[src/rtl/pipe_stage_elastic_if.sv]
// Upstream and downstream handshake bundle of one elastic pipeline stage.
// A transfer happens on a rising clock edge exactly when valid and ready are both high on that side.
// Valid never depends on ready. Data and control must be meaningful whenever valid is high.
interface pipe_stage_elastic_if #(
  parameter int DATA_W = 102,
  parameter int CTRL_W = 5
);
  logic              in_valid;
  logic              in_ready;
  logic [DATA_W-1:0] in_data;
  logic [CTRL_W-1:0] in_ctrl;
  logic              out_valid;
  logic              out_ready;
  logic [DATA_W-1:0] out_data;
  logic [CTRL_W-1:0] out_ctrl;

  // slave: the stage itself; master: the surrounding pipeline (or a bench)
  modport slave (
    input  in_valid, in_data, in_ctrl, out_ready,
    output in_ready, out_valid, out_data, out_ctrl
  );
  modport master (
    output in_valid, in_data, in_ctrl, out_ready,
    input  in_ready, out_valid, out_data, out_ctrl
  );
endinterface

[src/rtl/pipe_stage_elastic.sv]
// Back-pressurable pipeline stage register with an optional skid entry, flush and bubble masking.
// The FSM state encoding equals the entry count, so occupancy doubles as the state debug view.
module pipe_stage_elastic #(
  parameter int DATA_W = 102,
  parameter int CTRL_W = 5,
  parameter int SKID   = 1
) (
  input  logic                  clk,
  input  logic                  rst,
  input  logic                  flush,
  pipe_stage_elastic_if.slave   bus,
  output logic [1:0]            occupancy
);

  typedef enum logic [1:0] {
    EMPTY = 2'd0,
    MAIN  = 2'd1,
    FULL  = 2'd2
  } state_t;

  state_t            state_q, state_d;
  logic [DATA_W-1:0] main_data_q, skid_data_q;
  logic [CTRL_W-1:0] main_ctrl_q, skid_ctrl_q;
  logic              ready_q;
  logic              out_valid;
  logic              acc, deq;
  logic              load_main_in, load_main_skid, load_skid;

  assign out_valid     = (state_q != EMPTY);
  assign acc           = bus.in_valid & bus.in_ready;
  assign deq           = out_valid & bus.out_ready;

  // With a skid entry in_ready is purely registered; without it the stage relies on out_ready.
  assign bus.in_ready  = ~rst & ((SKID != 0) ? ready_q : (~out_valid | bus.out_ready));
  assign bus.out_valid = out_valid;
  assign bus.out_data  = main_data_q;
  assign bus.out_ctrl  = main_ctrl_q & {CTRL_W{out_valid}};
  assign occupancy     = state_q;

  always_comb begin
    state_d        = state_q;
    load_main_in   = 1'b0;
    load_main_skid = 1'b0;
    load_skid      = 1'b0;
    if (flush) begin
      state_d = EMPTY;
    end else begin
      case (state_q)
        EMPTY: begin
          if (acc) begin
            state_d      = MAIN;
            load_main_in = 1'b1;
          end
        end
        MAIN: begin
          if (acc && deq) begin
            load_main_in = 1'b1;
          end else if (acc && (SKID != 0)) begin
            state_d   = FULL;
            load_skid = 1'b1;
          end else if (deq) begin
            state_d = EMPTY;
          end
        end
        FULL: begin
          if (deq) begin
            state_d        = MAIN;
            load_main_skid = 1'b1;
          end
        end
        default: state_d = EMPTY;
      endcase
    end
  end

  always_ff @(posedge clk) begin
    if (rst) begin
      state_q     <= EMPTY;
      ready_q     <= 1'b1;
      main_data_q <= '0;
      main_ctrl_q <= '0;
      skid_data_q <= '0;
      skid_ctrl_q <= '0;
    end else begin
      state_q <= state_d;
      ready_q <= (state_d != FULL);
      if (load_main_in) begin
        main_data_q <= bus.in_data;
        main_ctrl_q <= bus.in_ctrl;
      end else if (load_main_skid) begin
        main_data_q <= skid_data_q;
        main_ctrl_q <= skid_ctrl_q;
        skid_data_q <= '0;
        skid_ctrl_q <= '0;
      end
      if (load_skid) begin
        skid_data_q <= bus.in_data;
        skid_ctrl_q <= bus.in_ctrl;
      end
    end
  end

endmodule

[src/flat_wrapper.sv]
// flat-port wrapper written by rule: the top's interface ports become plain ports
module pipe_stage_elastic_flat 
#(
  parameter int DATA_W = 102,
  parameter int CTRL_W = 5,
  parameter int SKID   = 1
)
  (clk, rst, flush, occupancy, bus_in_valid, bus_in_data, bus_in_ctrl, bus_out_ready, bus_in_ready, bus_out_valid, bus_out_data, bus_out_ctrl);
  pipe_stage_elastic_if #(.DATA_W(DATA_W), .CTRL_W(CTRL_W)) bus_i ();
  input  logic clk;
  input  logic rst;
  input  logic flush;
  output logic [1:0] occupancy;
  input wire logic [$bits(bus_i.in_valid)-1:0] bus_in_valid;
  input wire logic [$bits(bus_i.in_data)-1:0] bus_in_data;
  input wire logic [$bits(bus_i.in_ctrl)-1:0] bus_in_ctrl;
  input wire logic [$bits(bus_i.out_ready)-1:0] bus_out_ready;
  output wire logic [$bits(bus_i.in_ready)-1:0] bus_in_ready;
  output wire logic [$bits(bus_i.out_valid)-1:0] bus_out_valid;
  output wire logic [$bits(bus_i.out_data)-1:0] bus_out_data;
  output wire logic [$bits(bus_i.out_ctrl)-1:0] bus_out_ctrl;
  assign bus_i.in_valid = bus_in_valid;
  assign bus_i.in_data = bus_in_data;
  assign bus_i.in_ctrl = bus_in_ctrl;
  assign bus_i.out_ready = bus_out_ready;
  assign bus_in_ready = bus_i.in_ready;
  assign bus_out_valid = bus_i.out_valid;
  assign bus_out_data = bus_i.out_data;
  assign bus_out_ctrl = bus_i.out_ctrl;
  pipe_stage_elastic #(.DATA_W(DATA_W), .CTRL_W(CTRL_W), .SKID(SKID)) u_core (.clk(clk), .rst(rst), .flush(flush), .bus(bus_i), .occupancy(occupancy));
endmodule
[config.mk]
export PLATFORM = sky130hd
export DESIGN_NAME = pipe_stage_elastic_flat
export DESIGN_NICKNAME = d
export VERILOG_FILES = /design/src/rtl/pipe_stage_elastic_if.sv /design/src/rtl/pipe_stage_elastic.sv /design/src/flat_wrapper.sv
export SDC_FILE = /design/constraint.sdc
export NUM_CORES = 1
export LEC_CHECK = 0
export ABC_AREA = 1
export BUFFER_PORTS_ARGS = -buffer_cell sky130_fd_sc_hd__buf_2
export CAP_MARGIN = 20
export CELL_PAD_IN_SITES_DETAIL_PLACEMENT = 0
export CELL_PAD_IN_SITES_GLOBAL_PLACEMENT = 1
export CORE_ASPECT_RATIO = 1.25
export CORE_MARGIN = 8
export CORE_UTILIZATION = 34
export CTS_CLUSTER_DIAMETER = 60
export DETAILED_ROUTE_END_ITERATION = 16
export PLACE_DENSITY = 0.87
export SKIP_LAST_GASP = 1
export SLEW_MARGIN = 25
export SYNTH_ARGS = -nofsm -noshare
export SYNTH_HDL_FRONTEND = slang
export SYNTH_SLANG_ARGS = --single-unit
[constraint.sdc]
create_clock -name clk -period 1.4 [get_ports clk]
set_input_delay 0.14 -clock clk [delete_from_list [all_inputs] [get_ports clk]]
set_output_delay 0.14 -clock clk [all_outputs]
set_load 0.02 [all_outputs]
==> results of run 1 <==
registers in the layout, summed over array words and instances, names as in the netlist:
| register | cells |
|---|---|
| u_core.occupancy | 2 |
| u_core.skid_data_q | 102 |
| u_core.ready_q | 1 |
| u_core.skid_ctrl_q | 5 |
| u_core.bus.out_data | 102 |
| u_core.main_ctrl_q | 5 |
report_power, final:
group / total, W / leakage [nW] / switching [W] / internal [W]
Combinational: 0.00162 / 4.03 / 0.000853 / 0.000770
Clock: 0.00664 / 0.409 / 0.00270 / 0.00393
Sequential: 0.00636 / 1.76 / 0.0000677 / 0.00629
through the flow:
step | utilization (%) | setup slack, ns
3_3_place_gp | 40.9 | -0.0705
6_report | 52.9 | -0.218
2_1_floorplan | - | 0.000961
4_1_cts | 50.7 | -0.178
3_5_place_dp | 40.9 | -0.105
5_1_grt | 52.9 | -0.270
repair_timing:
item / 4_1_cts / 5_1_grt
resized for setup: 62 / 59
endpoints found under the setup margin: 192 / 223
endpoints found under the hold margin: 203 / 0
hold buffers: 110 / 0
gates cloned: 15 / 14
setup buffers: 9 / 1
pin swaps: 6 / 13
cell families after synthesis:
logic type / share of synthesized area (%)
and+or+nand+nor: 33.2
AOI/OAI and AO/OA: 10.4
DFF: 45.7
buffers and inverters: 10.7
worst max-delay path: stages, from the launching register on:
cell and delay (ns):
sky130_fd_sc_hd__dfxtp_4 0.36, sky130_fd_sc_hd__buf_6 0.12, sky130_fd_sc_hd__inv_4 0.05, sky130_fd_sc_hd__nand2_4 0.05, sky130_fd_sc_hd__nor2_4 0.14, sky130_fd_sc_hd__buf_12 0.13, sky130_fd_sc_hd__buf_12 0.15, sky130_fd_sc_hd__nand2_8 0.12
sky130_fd_sc_hd__buf_12 0.19, sky130_fd_sc_hd__nand3_1 0.11, sky130_fd_sc_hd__a21oi_2 0.06
worst max path at each step:
| stage | start | end | slack, ns | depth (start not counted) |
|---|---|---|---|---|
| after floorplan | u_core.occupancy[1]$_SDFF_PP0_ | u_core.skid_data_q[36]$_SDFFE_PP0P_ | 0.001 | 8 |
| after detailed placement | u_core.occupancy[1]$_SDFF_PP0_ | u_core.bus.out_data[96]$_SDFFE_PP0P_ | -0.11 | 6 |
| after global placement | u_core.occupancy[1]$_SDFF_PP0_ | u_core.main_ctrl_q[4]$_SDFFE_PP0P_ | -0.07 | 8 |
| after global routing | u_core.occupancy[1]$_SDFF_PP0_ | u_core.skid_data_q[2]$_SDFFE_PP0P_ | -0.27 | 9 |
| after CTS | u_core.occupancy[1]$_SDFF_PP0_ | bus_out_ctrl[2] | -0.18 | 5 |
| final | u_core.occupancy[1]$_SDFF_PP0_ | u_core.skid_data_q[2]$_SDFFE_PP0P_ | -0.22 | 10 |
routing by layer:
metal | routed length (um) | global-route usage (%)
met4 | 1260 | 8.15
met1 | 14200 | 24.2
met3 | 2850 | 3.63
met2 | 17600 | 33.6
met5 | 0 | 0
layout make-up:
type | instances | area [um2] | area share [%]
tap | 350 | 438 | 3.00
clock inverter | 11 | 131 | 0.901
sequential | 217 | 4350 | 29.8
clock buffer | 33 | 706 | 4.84
multi-input combinational | 881 | 4500 | 30.8
inverter | 121 | 472 | 3.23
timing repair buffer | 422 | 3990 | 27.3
cell usage after synthesis, types with 2 or more instances:
master                     instances
sky130_fd_sc_hd__inv_2             4
sky130_fd_sc_hd__a21oi_1         195
sky130_fd_sc_hd__nand2_1         217
sky130_fd_sc_hd__nor2_1            8
sky130_fd_sc_hd__o21ai_0           2
sky130_fd_sc_hd__buf_1            12
sky130_fd_sc_hd__inv_1           117
sky130_fd_sc_hd__dfxtp_1         217
sky130_fd_sc_hd__buf_2            39
sky130_fd_sc_hd__buf_4            12
sky130_fd_sc_hd__nand2_2           3
sky130_fd_sc_hd__clkbuf_1         62
sky130_fd_sc_hd__nand3_1         448
cell usage in the layout (no fill, tap or decap), drive strengths merged:
cell type / count
a21oi: 195
nor2: 9
dlygate4sd3: 110
clkinvlp: 2
clkinv: 7
bufbuf: 10
nand2: 222
dfxtp: 217
nor3: 1
buf: 292
o21ai: 3
bufinv: 2
nand3: 449
clkbuf: 43
nand4: 2
inv: 121
==> Flow_metrics.wiki, run 1 <==
{| class="wikitable"
! Metric !! Value
|-
| Count of routing violations after the opening detailed-route iteration || 851
|-
| Largest driver fanout on the critical path || 26
|-
| Post-synth top area share || 45.7%
|-
| Clock transition at the register clock pins on the worst setup and hold paths after CTS || 0.06 ns
|-
| Hold violation total from the final report || 0
|-
| Number of antenna violations at the first check in global routing || 0
|-
| Length of the first detailed-routing pass in iterations || 5
|-
| Data arrival time at the worst-slack endpoint || 2.00 ns
|-
| Antenna Diode Count || 0
|-
| Startpoint of the worst register-to-register path || u_core.occupancy[1]$_SDFF_PP0_
|-
| Async SR Flop Fraction || 0%
|-
| Number of top-level pins || 223
|-
| Vias in the first global route || 10.5k
|-
| TritonCTS clock tree || yes
|-
| Crit path required time || 1.78 ns
|-
| Number of violations of the max-capacitance limit || 0
|-
| Global-route usage over all layers || 19.9%
|-
| Post-route ant nets || 0
|-
| Row cnt || 68
|-
| Net Count, Synth || 1454
|-
| Worst-case setup margin in the final layout || -0.218 ns
|-
| Capture endpoint of the worst hold path || u_core.ready_q$_SDFF_PP1_
|-
| Core Box Area || 0.0276 mm2
|-
| Worst-case register-to-register setup slack || -0.22 ns
|-
| Synthesized instance count || 1342
|-
| Leading cell types by total area after synthesis || sky130_fd_sc_hd__dfxtp_1, sky130_fd_sc_hd__nand3_1, sky130_fd_sc_hd__a21oi_1
|-
| Buffer cell driving the clock tree root || sky130_fd_sc_hd__clkbuf_16
|-
| CTS H-tree depth || 1
|-
| Clock latency of the later-clocked register in the worst-skew pair || 0.52 ns
|-
| Number of distinct standard cells referenced by the synthesized netlist || 19
|-
| # port buffers || 222
|-
| Register-to-Register Path Depth || 10
|-
| Worst ir drop on vdd || 0.761 mV
|-
| Area growth syn-to-layout || 53.4%
|-
| Biggest area consumer among synthesized cells || sky130_fd_sc_hd__dfxtp_1
|-
| Startpoint of the most critical hold path || bus_in_valid
|-
| Fraction of layout instances using a drive strength above 1 || 24.7%
|-
| Final max-slew violation count || 0
|-
| CP endpoint kind || register
|-
| Result of the run || complete, but fails checks
|-
| Setup-failing EPs final || 222
|-
| DR vias/cell || 5.22
|-
| Post-Syn Area per Cell || 7.08 um2
|-
| CTS sink count || 217
|-
| Total power || 0.0146 W
|-
| Violated checks || negative setup slack
|-
| Wire length of the first global-routing pass || 54.6 mm
|-
| Number of synthesized register bits || 217
|-
| Final total negative setup slack || -35.22 ns
|-
| Hold depth || 4
|-
| Number of nets in the layout || 1780
|-
| Chip Width || 166 um
|-
| Cell count after placement || 1843
|-
| Count of non-filler cells in the finished layout || 2035
|-
| Final cell area excluding filler cells || 0.0146 mm2
|-
| Launching element type of the critical path || register
|-
| Gr ovfl total || 0
|-
| Unrepaired setup endpoints after global routing || yes
|-
| Routed WL || 35.9 mm
|-
| Number of synthesis warnings || 0
|-
| Fill cell instance count of the final layout || 2521
|-
| Cts bufs inserted || 25
|-
| Period Utilization, post-route || 116%
|-
| Die footprint || 0.0336 mm2
|-
| EDFF count, synth || 0
|-
| RD Place Congestion || 0.780
|-
| Final period demand of the worst path || 1.62 ns
|-
| Netlist area before placement || 0.00950 mm2
|-
| Worst Clk Skew || 0.0141 ns
|-
| Maximum achievable frequency || 0.618 GHz
|-
| Hold/Removal Path Class || primary input to register
|-
| Starting Density || 34.5%
|-
| Flip-flop cell with the highest count after synthesis || sky130_fd_sc_hd__dfxtp_1
|-
| Category of the critical setup timing path || register to register
|-
| Post-synthesis sequential area ratio || 45.7%
|-
| Largest net degree at the start of global routing || 110
|-
| Instance area at placement || 0.0113 mm2
|-
| Y dimension of the die || 203 um
|-
| Slew of the pin with the lowest slew margin || 0.623 ns
|-
| Wirelength per Cell || 17.7 um
|-
| Total leakage power || 6.20 nW
|-
| Hold Worst Slack || 0.0431 ns
|-
| CTS max path bufs || 3
|-
| Endpoint of the lowest-slack register-to-register path || u_core.skid_data_q[2]$_SDFFE_PP0P_
|-
| Remaining design rule violation count || 0
|-
| Detail Placement HPWL || 20.0 mm
|-
| Worst slew margin || 58.4%
|-
| Via count of the routed design || 10.6k
|-
| PD cells || 1000 mW/mm2
|}
Power figures use the tool's default switching activity.
==> inputs of run 2 (changes only) <==
--- a/config.mk
+++ b/config.mk
@@ -7,7 +7,6 @@
 export LEC_CHECK = 0
 export ABC_AREA = 1
 export BUFFER_PORTS_ARGS = -buffer_cell sky130_fd_sc_hd__buf_2
-export CAP_MARGIN = 20
 export CELL_PAD_IN_SITES_DETAIL_PLACEMENT = 0
 export CELL_PAD_IN_SITES_GLOBAL_PLACEMENT = 1
 export CORE_ASPECT_RATIO = 1.25
==> constraint.sdc (replaced) <==
create_clock -name clk -period 1.4 [get_ports clk]
set_input_delay 0.28 -clock clk [delete_from_list [all_inputs] [get_ports clk]]
set_output_delay 0.28 -clock clk [all_outputs]
set_load 0.02 [all_outputs]
==> run 2 against run 1 <==
Compared with the run above: the flow still finishes with violations (negative setup slack); sequential power about the same; clock skew rose by 0.00058 ns; critical path depth shrank 6; combinational power fell by 8%; maximum frequency about the same; register-to-register slack improved by 0.02 ns; highest routed layer unchanged.
==> Flow_metrics.wiki, run 2 (synthesis results as in run 1) <==
{| class="wikitable"
! Metric !! Value
|-
| Maximum achievable frequency || 0.618 GHz
|-
| DR vias/cell || 5.36
|-
| CTS max path bufs || 3
|-
| Category of the critical setup timing path || register to output pin
|-
| Gr ovfl total || 0
|-
| Worst Clk Skew || 0.0147 ns
|-
| Detail Placement HPWL || 19.7 mm
|-
| Startpoint of the worst register-to-register path || u_core.occupancy[0]$_SDFF_PP0_
|-
| Starting Density || 34.5%
|-
| Clk pwr share || 47.5%
|-
| Core Box Area || 0.0276 mm2
|-
| Startpoint of the most critical hold path || bus_in_data[65]
|-
| Unrepaired setup endpoints after global routing || yes
|-
| Remaining design rule violation count || 0
|-
| CTS H-tree depth || 1
|-
| Global-route usage over all layers || 18.4%
|-
| Violated checks || negative setup slack
|-
| Number of violations of the max-capacitance limit || 0
|-
| TritonCTS clock tree || yes
|-
| Fraction of layout instances using a drive strength above 1 || 31.3%
|-
| Routed WL || 39.2 mm
|-
| Via count of the routed design || 10.6k
|-
| Hold/Removal Path Class || primary input to register
|-
| PD cells || 1030 mW/mm2
|-
| Hold Worst Slack || 0.0110 ns
|-
| CTS sink count || 217
|-
| Count of routing violations after the opening detailed-route iteration || 1129
|-
| Buffer cell driving the clock tree root || sky130_fd_sc_hd__clkbuf_16
|-
| Crit path required time || 1.12 ns
|-
| CP endpoint kind || output pin
|-
| Clock latency of the later-clocked register in the worst-skew pair || 0.54 ns
|-
| Number of nets in the layout || 1721
|-
| Chip Width || 166 um
|-
| Most frequent cells in the layout || sky130_fd_sc_hd__nand3_1, sky130_fd_sc_hd__buf_2, sky130_fd_sc_hd__dfxtp_1
|-
| Period Utilization, post-route || 116%
|-
| Most common cell after layout, fill and taps aside || sky130_fd_sc_hd__nand3_1
|-
| Hold violation total from the final report || 0
|-
| Result of the run || complete, but fails checks
|-
| Switch Pwr || 0.00389 W
|-
| Slew of the pin with the lowest slew margin || 0.526 ns
|-
| Data arrival time at the worst-slack endpoint || 1.34 ns
|-
| Pre-CTS setup slack || -0.156 ns
|-
| Timing startpoint of the critical path || u_core.occupancy[1]$_SDFF_PP0_
|-
| Final max-slew violation count || 0
|-
| RD Place Congestion || 0.761
|-
| Length of the first detailed-routing pass in iterations || 5
|-
| Post-route ant nets || 0
|-
| Worst-case setup margin in the final layout || -0.219 ns
|-
| Total leakage power || 6.24 nW
|-
| Wirelength per Cell || 19.8 um
|-
| Number of top-level pins || 223
|-
| Vias in the first global route || 9410
|-
| Cts bufs inserted || 27
|-
| Post-layout util || 52.8%
|-
| Clock transition at the register clock pins on the worst setup and hold paths after CTS || 0.06 ns
|-
| Die footprint || 0.0336 mm2
|-
| Int Pwr || 0.0111 W
|-
| Switching part of the total power || 26.0%
|-
| Largest net degree at the start of global routing || 92
|-
| Area taken by multi-input logic gates || 0.00469 mm2
|-
| Launching element type of the critical path || register
|-
| Area growth syn-to-layout || 53.1%
|-
| Number of antenna violations at the first check in global routing || 1
|-
| Y dimension of the die || 203 um
|-
| Final period demand of the worst path || 1.62 ns
|-
| Wire length of the first global-routing pass || 50.7 mm
|-
| Fill cell instance count of the final layout || 2594
|-
| Combinational power share || 10.0%
|-
| FF+latch area || 0.00435 mm2
|-
| # port buffers || 222
|-
| Largest driver fanout on the critical path || 7
|-
| Sequential share of power || 42.5%
|-
| Setup-failing EPs final || 228
|-
| Worst ir drop on vdd || 0.992 mV
|-
| Row cnt || 68
|-
| Worst slew margin || 64.9%
|}
==> run 2: cell count changes in the layout (fill, tap and decap cells not counted), sizes merged <==
cell and change:
buf +36, bufbuf -10, clkbuf +23, clkinv +2, diode +3, dlygate4sd3 -109
inv +2, nand2 -1
==> run 2: power by group through the flow <==
stage | Clock (W) | Combinational (W) | Sequential (W)
finish | 0.00711 | 0.00149 | 0.00636
global route | 0.00745 | 0.00159 | 0.00636
floorplan | 0 | 0.000478 | 0.00660
global placement | 0 | 0.00114 | 0.00649
detailed placement | 0 | 0.00115 | 0.00649
CTS | 0.00720 | 0.00120 | 0.00635
==> run 2: layout make-up <==
cell class              count  share of cell area, %
diodes                      3                 0.0516
clock buffers              33                   5.07
clock inverters            15                   1.12
inverters                 121                   3.29
multi-input cells         880                   32.2
flip-flops and latches    217                   29.9
well taps                 350                   3.01
repair buffers            362                   25.3
==> run 2: path summary, 6_finish.rpt <==
check	end	slack, ns	cells past startpoint
hold / removal	u_core.skid_data_q[65]$_SDFFE_PP0P_	0.01	3
setup / recovery	bus_out_ctrl[4]	-0.22	4
hold reg to reg	u_core.bus.out_data[90]$_SDFFE_PP0P_	0.46	2
setup reg to reg	u_core.main_ctrl_q[0]$_SDFFE_PP0P_	-0.20	10
==> run 2: per-stage QoR <==
stage               setup TNS [ns]  std cells  area, um2  power, W
floorplan                    -1.07       1342       9520   0.00708
global placement            -10.09       1845      11200   0.00763
detailed placement          -16.56       1845      11200   0.00764
CTS                         -23.88       1911      12600    0.0147
global route                -45.36       1979      14500    0.0154
finish                      -29.07       1981      14500    0.0150
==> run 2: critical path, cell delays in order (launching register included) <==
cell and delay [ns]:
sky130_fd_sc_hd__dfxtp_4 0.38, sky130_fd_sc_hd__nor2_4 0.04, sky130_fd_sc_hd__buf_12 0.14, sky130_fd_sc_hd__nor2_2 0.11, sky130_fd_sc_hd__buf_6 0.14
==> run 2: routing by layer <==
metal,GRT usage [%],share of wire [%],vias up
met3,3.28,8.5,73
met4,6.01,2.6,0
met1,23.8,40,5007
li1,-,-,5042
met5,0,0,-
met2,30.3,49,502
==> run 2: repair_timing <==
item,CTS,global route
gates cloned,7,43
endpoints found under the setup margin,209,225
hold buffers,1,0
setup buffers,10,27
gates resized for setup,57,146
pin swaps,3,22
hold endpoints to repair,1,0
==> inputs of run 3 (changes only) <==
--- a/config.mk
+++ b/config.mk
@@ -5,16 +5,16 @@
 export SDC_FILE = /design/constraint.sdc
 export NUM_CORES = 1
 export LEC_CHECK = 0
-export ABC_AREA = 1
+export ABC_AREA = 0
 export BUFFER_PORTS_ARGS = -buffer_cell sky130_fd_sc_hd__buf_2
 export CELL_PAD_IN_SITES_DETAIL_PLACEMENT = 0
 export CELL_PAD_IN_SITES_GLOBAL_PLACEMENT = 1
 export CORE_ASPECT_RATIO = 1.25
 export CORE_MARGIN = 8
-export CORE_UTILIZATION = 34
+export CORE_UTILIZATION = 36
 export CTS_CLUSTER_DIAMETER = 60
 export DETAILED_ROUTE_END_ITERATION = 16
-export PLACE_DENSITY = 0.87
+export PLACE_DENSITY = 0.89
 export SKIP_LAST_GASP = 1
 export SLEW_MARGIN = 25
 export SYNTH_ARGS = -nofsm -noshare
==> run 3 against run 2 <==
Compared with the run above: the run still ends with negative setup slack left; area after synthesis grew 4.3%; utilization grew 1.6 points; register-to-register slack lost 0.19 ns; largest power group unchanged; combinational power grew 40%.
==> Flow_metrics.wiki, run 3 <==
{| class="wikitable"
! Metric !! Value
|-
| Final max-slew violation count || 0
|-
| Fill cell instance count of the final layout || 2420
|-
| CTS max path bufs || 3
|-
| Timing startpoint of the critical path || u_core.occupancy[1]$_SDFF_PP0_
|-
| DR vias/cell || 5.78
|-
| Leading cell types by total area after synthesis || sky130_fd_sc_hd__dfxtp_1, sky130_fd_sc_hd__o221ai_1, sky130_fd_sc_hd__a22oi_1
|-
| Vias in the first global route || 10.6k
|-
| Post-Route M1 WL || 15.5 mm
|-
| Global-route usage over all layers || 20.9%
|-
| Count of routing violations after the opening detailed-route iteration || 776
|-
| Cell types with the highest counts after synthesis || sky130_fd_sc_hd__dfxtp_1, sky130_fd_sc_hd__nor2b_1, sky130_fd_sc_hd__inv_1
|-
| Final total negative setup slack || -73.26 ns
|-
| Wire length of the first global-routing pass || 56.7 mm
|-
| Largest net degree at the start of global routing || 127
|-
| Crit path cell chain || nand4bb_4, buf_6, or3_4, clkbuf_16, nand3_1, a21oi_1
|-
| Startpoint of the most critical hold path || bus_in_data[96]
|-
| Unrepaired setup endpoints after global routing || yes
|-
| Y dimension of the die || 202 um
|-
| Slowest cell on the critical path || sky130_fd_sc_hd__or3_4
|-
| Biggest area consumer among synthesized cells || sky130_fd_sc_hd__dfxtp_1
|-
| Crit path required time || 1.77 ns
|-
| Hold violation total from the final report || 0
|-
| Launching element type of the critical path || register
|-
| Violated checks || negative setup slack
|-
| Cell with the most instances after synthesis || sky130_fd_sc_hd__dfxtp_1
|-
| Final period demand of the worst path || 1.79 ns
|-
| Detail Route met2 WL || 19.1 mm
|-
| Worst ir drop on vdd || 1.07 mV
|-
| Async SR Flop Fraction || 0%
|-
| Slew of the pin with the lowest slew margin || 0.622 ns
|-
| Number of distinct standard cells referenced by the synthesized netlist || 26
|-
| Number of synthesis warnings || 0
|-
| Number of antenna violations at the first check in global routing || 3
|-
| Via count of the routed design || 10.7k
|-
| Worst stage delay on the critical path || 0.48 ns
|-
| Flip-flop cell with the highest count after synthesis || sky130_fd_sc_hd__dfxtp_1
|-
| TritonCTS clock tree || yes
|-
| Post-route ant nets || 0
|-
| Number of top-level pins || 223
|-
| CTS H-tree depth || 1
|-
| Worst slew margin || 58.5%
|-
| Starting Density || 36.2%
|-
| Maximum achievable frequency || 0.559 GHz
|-
| Data arrival time at the worst-slack endpoint || 2.16 ns
|-
| Largest driver fanout on the critical path || 17
|-
| Hold/Removal Path Class || primary input to register
|-
| EDFF count, synth || 0
|-
| Wirelength per Cell || 21.1 um
|-
| Period Utilization, post-route || 128%
|-
| Result of the run || complete, but fails checks
|-
| Post-synthesis sequential area ratio || 43.8%
|-
| Clock transition at the register clock pins on the worst setup and hold paths after CTS || 0.06 ns
|-
| Setup-failing EPs final || 226
|-
| Cts bufs inserted || 24
|-
| Area taken by multi-input logic gates || 0.00563 mm2
|-
| Highest metal layer with signal wires || met4
|-
| Post-synth top area share || 43.8%
|-
| Total leakage power || 5.90 nW
|-
| Remaining design rule violation count || 0
|-
| Clock latency of the later-clocked register in the worst-skew pair || 0.51 ns
|-
| Most frequent cells in the layout || sky130_fd_sc_hd__buf_2, sky130_fd_sc_hd__dfxtp_1, sky130_fd_sc_hd__inv_1
|-
| RD Place Congestion || 0.786
|-
| Final cell area excluding filler cells || 0.0149 mm2
|-
| Die footprint || 0.0331 mm2
|-
| Routed WL || 38.9 mm
|-
| Post-Syn Area per Cell || 8.06 um2
|-
| Instance area at placement || 0.0121 mm2
|-
| Net Count, Synth || 1342
|-
| Area growth syn-to-layout || 50.3%
|-
| Worst-case setup margin in the final layout || -0.388 ns
|-
| Worst Clk Skew || 0.0126 ns
|-
| Number of violations of the max-capacitance limit || 0
|-
| Row cnt || 68
|-
| Startpoint of the worst register-to-register path || u_core.occupancy[1]$_SDFF_PP0_
|-
| Fraction of layout instances using a drive strength above 1 || 38.2%
|-
| Buffer cell driving the clock tree root || sky130_fd_sc_hd__clkbuf_16
|-
| Core Box Area || 0.0274 mm2
|-
| Number of nets in the layout || 1590
|-
| CP endpoint kind || register
|-
| Chip Width || 164 um
|-
| Category of the critical setup timing path || register to register
|-
| PD cells || 1010 mW/mm2
|-
| DR WL met3 || 2.68 mm
|-
| Detail Placement HPWL || 21.3 mm
|-
| Gr ovfl total || 0
|-
| Length of the first detailed-routing pass in iterations || 6
|-
| Number of synthesized register bits || 217
|-
| FF+latch area || 0.00435 mm2
|-
| Netlist area before placement || 0.00991 mm2
|-
| # port buffers || 222
|-
| CTS sink count || 217
|-
| Synthesized instance count || 1230
|}
-- run 3: power breakdown --
part | leakage, nW | total, W | internal (W) | switching, W
clock network | 0.399 | 0.00649 | 0.00389 | 0.00261
logic | 3.74 | 0.00209 | 0.000925 | 0.00117
registers | 1.76 | 0.00648 | 0.00634 | 0.000141
-- run 3: cell families (layout without fill, tap and decap cells) --
| logic type | Yosys count | count (layout) | share of synthesized area (%) |
|---|---|---|---|
| AOI/OAI and AO/OA | 431 | 431 | 28.6 |
| buffers and inverters | 241 | 506 | 9.78 |
| DFF | 217 | 217 | 43.8 |
| muxes | 1 | 1 | 0.101 |
| other | 0 | 3 | 0 |
| and+or+nand+nor | 340 | 341 | 17.7 |
-- run 3: timing repair --
action,in CTS,in global routing
endpoints found under the hold margin,1,0
pin swaps,10,10
setup endpoints to repair,225,237
gates cloned,13,17
hold buffers,1,0
buffers inserted,14,14
resized for setup,137,100
-- run 3: worst max-delay path, delay by kind of cell (launching register included) --
family	cells	cell delay, ns
AOI/OAI and AO/OA	1	0.06
DFF	1	0.34
and+or+nand+nor	3	0.82
buffers and inverters	2	0.40
-- run 3: stage by stage --
step / total power (W) / hold slack, ns / util, % / std cells / setup slack [ns]
4_1_cts: 0.0150 / 0.000525 / 51.3 / 1819 / -0.377
3_3_place_gp: 0.00823 / 0.448 / 44.0 / 1747 / -0.386
5_1_grt: 0.0156 / 0.0165 / 54.4 / 1849 / -0.447
3_5_place_dp: 0.00826 / 0.455 / 44.0 / 1747 / -0.404
6_report: 0.0151 / 0.0210 / 54.4 / 1849 / -0.388
2_1_floorplan: 0.00752 / 0.407 / - / 1230 / -0.217
-- run 3: worst paths after layout --
kind	end	slack [ns]	cells past startpoint
min	u_core.skid_data_q[96]$_SDFFE_PP0P_	0.02	3
max	u_core.skid_data_q[13]$_SDFFE_PP0P_	-0.39	6
min reg2reg	u_core.skid_data_q[25]$_SDFFE_PP0P_	0.46	2
max reg2reg	u_core.skid_data_q[13]$_SDFFE_PP0P_	-0.39	6
-- run 3: layout make-up --
type | instances | share of cell area [%]
Antenna cell | 3 | 0.0504
Clock buffer | 39 | 5.09
Clock inverter | 5 | 0.386
Inverter | 110 | 2.77
Multi-Input combinational cell | 773 | 37.8
Sequential cell | 217 | 29.2
Tap cell | 350 | 2.94
Timing Repair Buffer | 352 | 21.7
-- run 3: layer usage --
metal / track usage [%] / vias up
li1: - / 4899
met1: 25.8 / 5197
met2: 35.2 / 491
met3: 2.94 / 105
met4: 9.22 / 0
met5: 0 / -
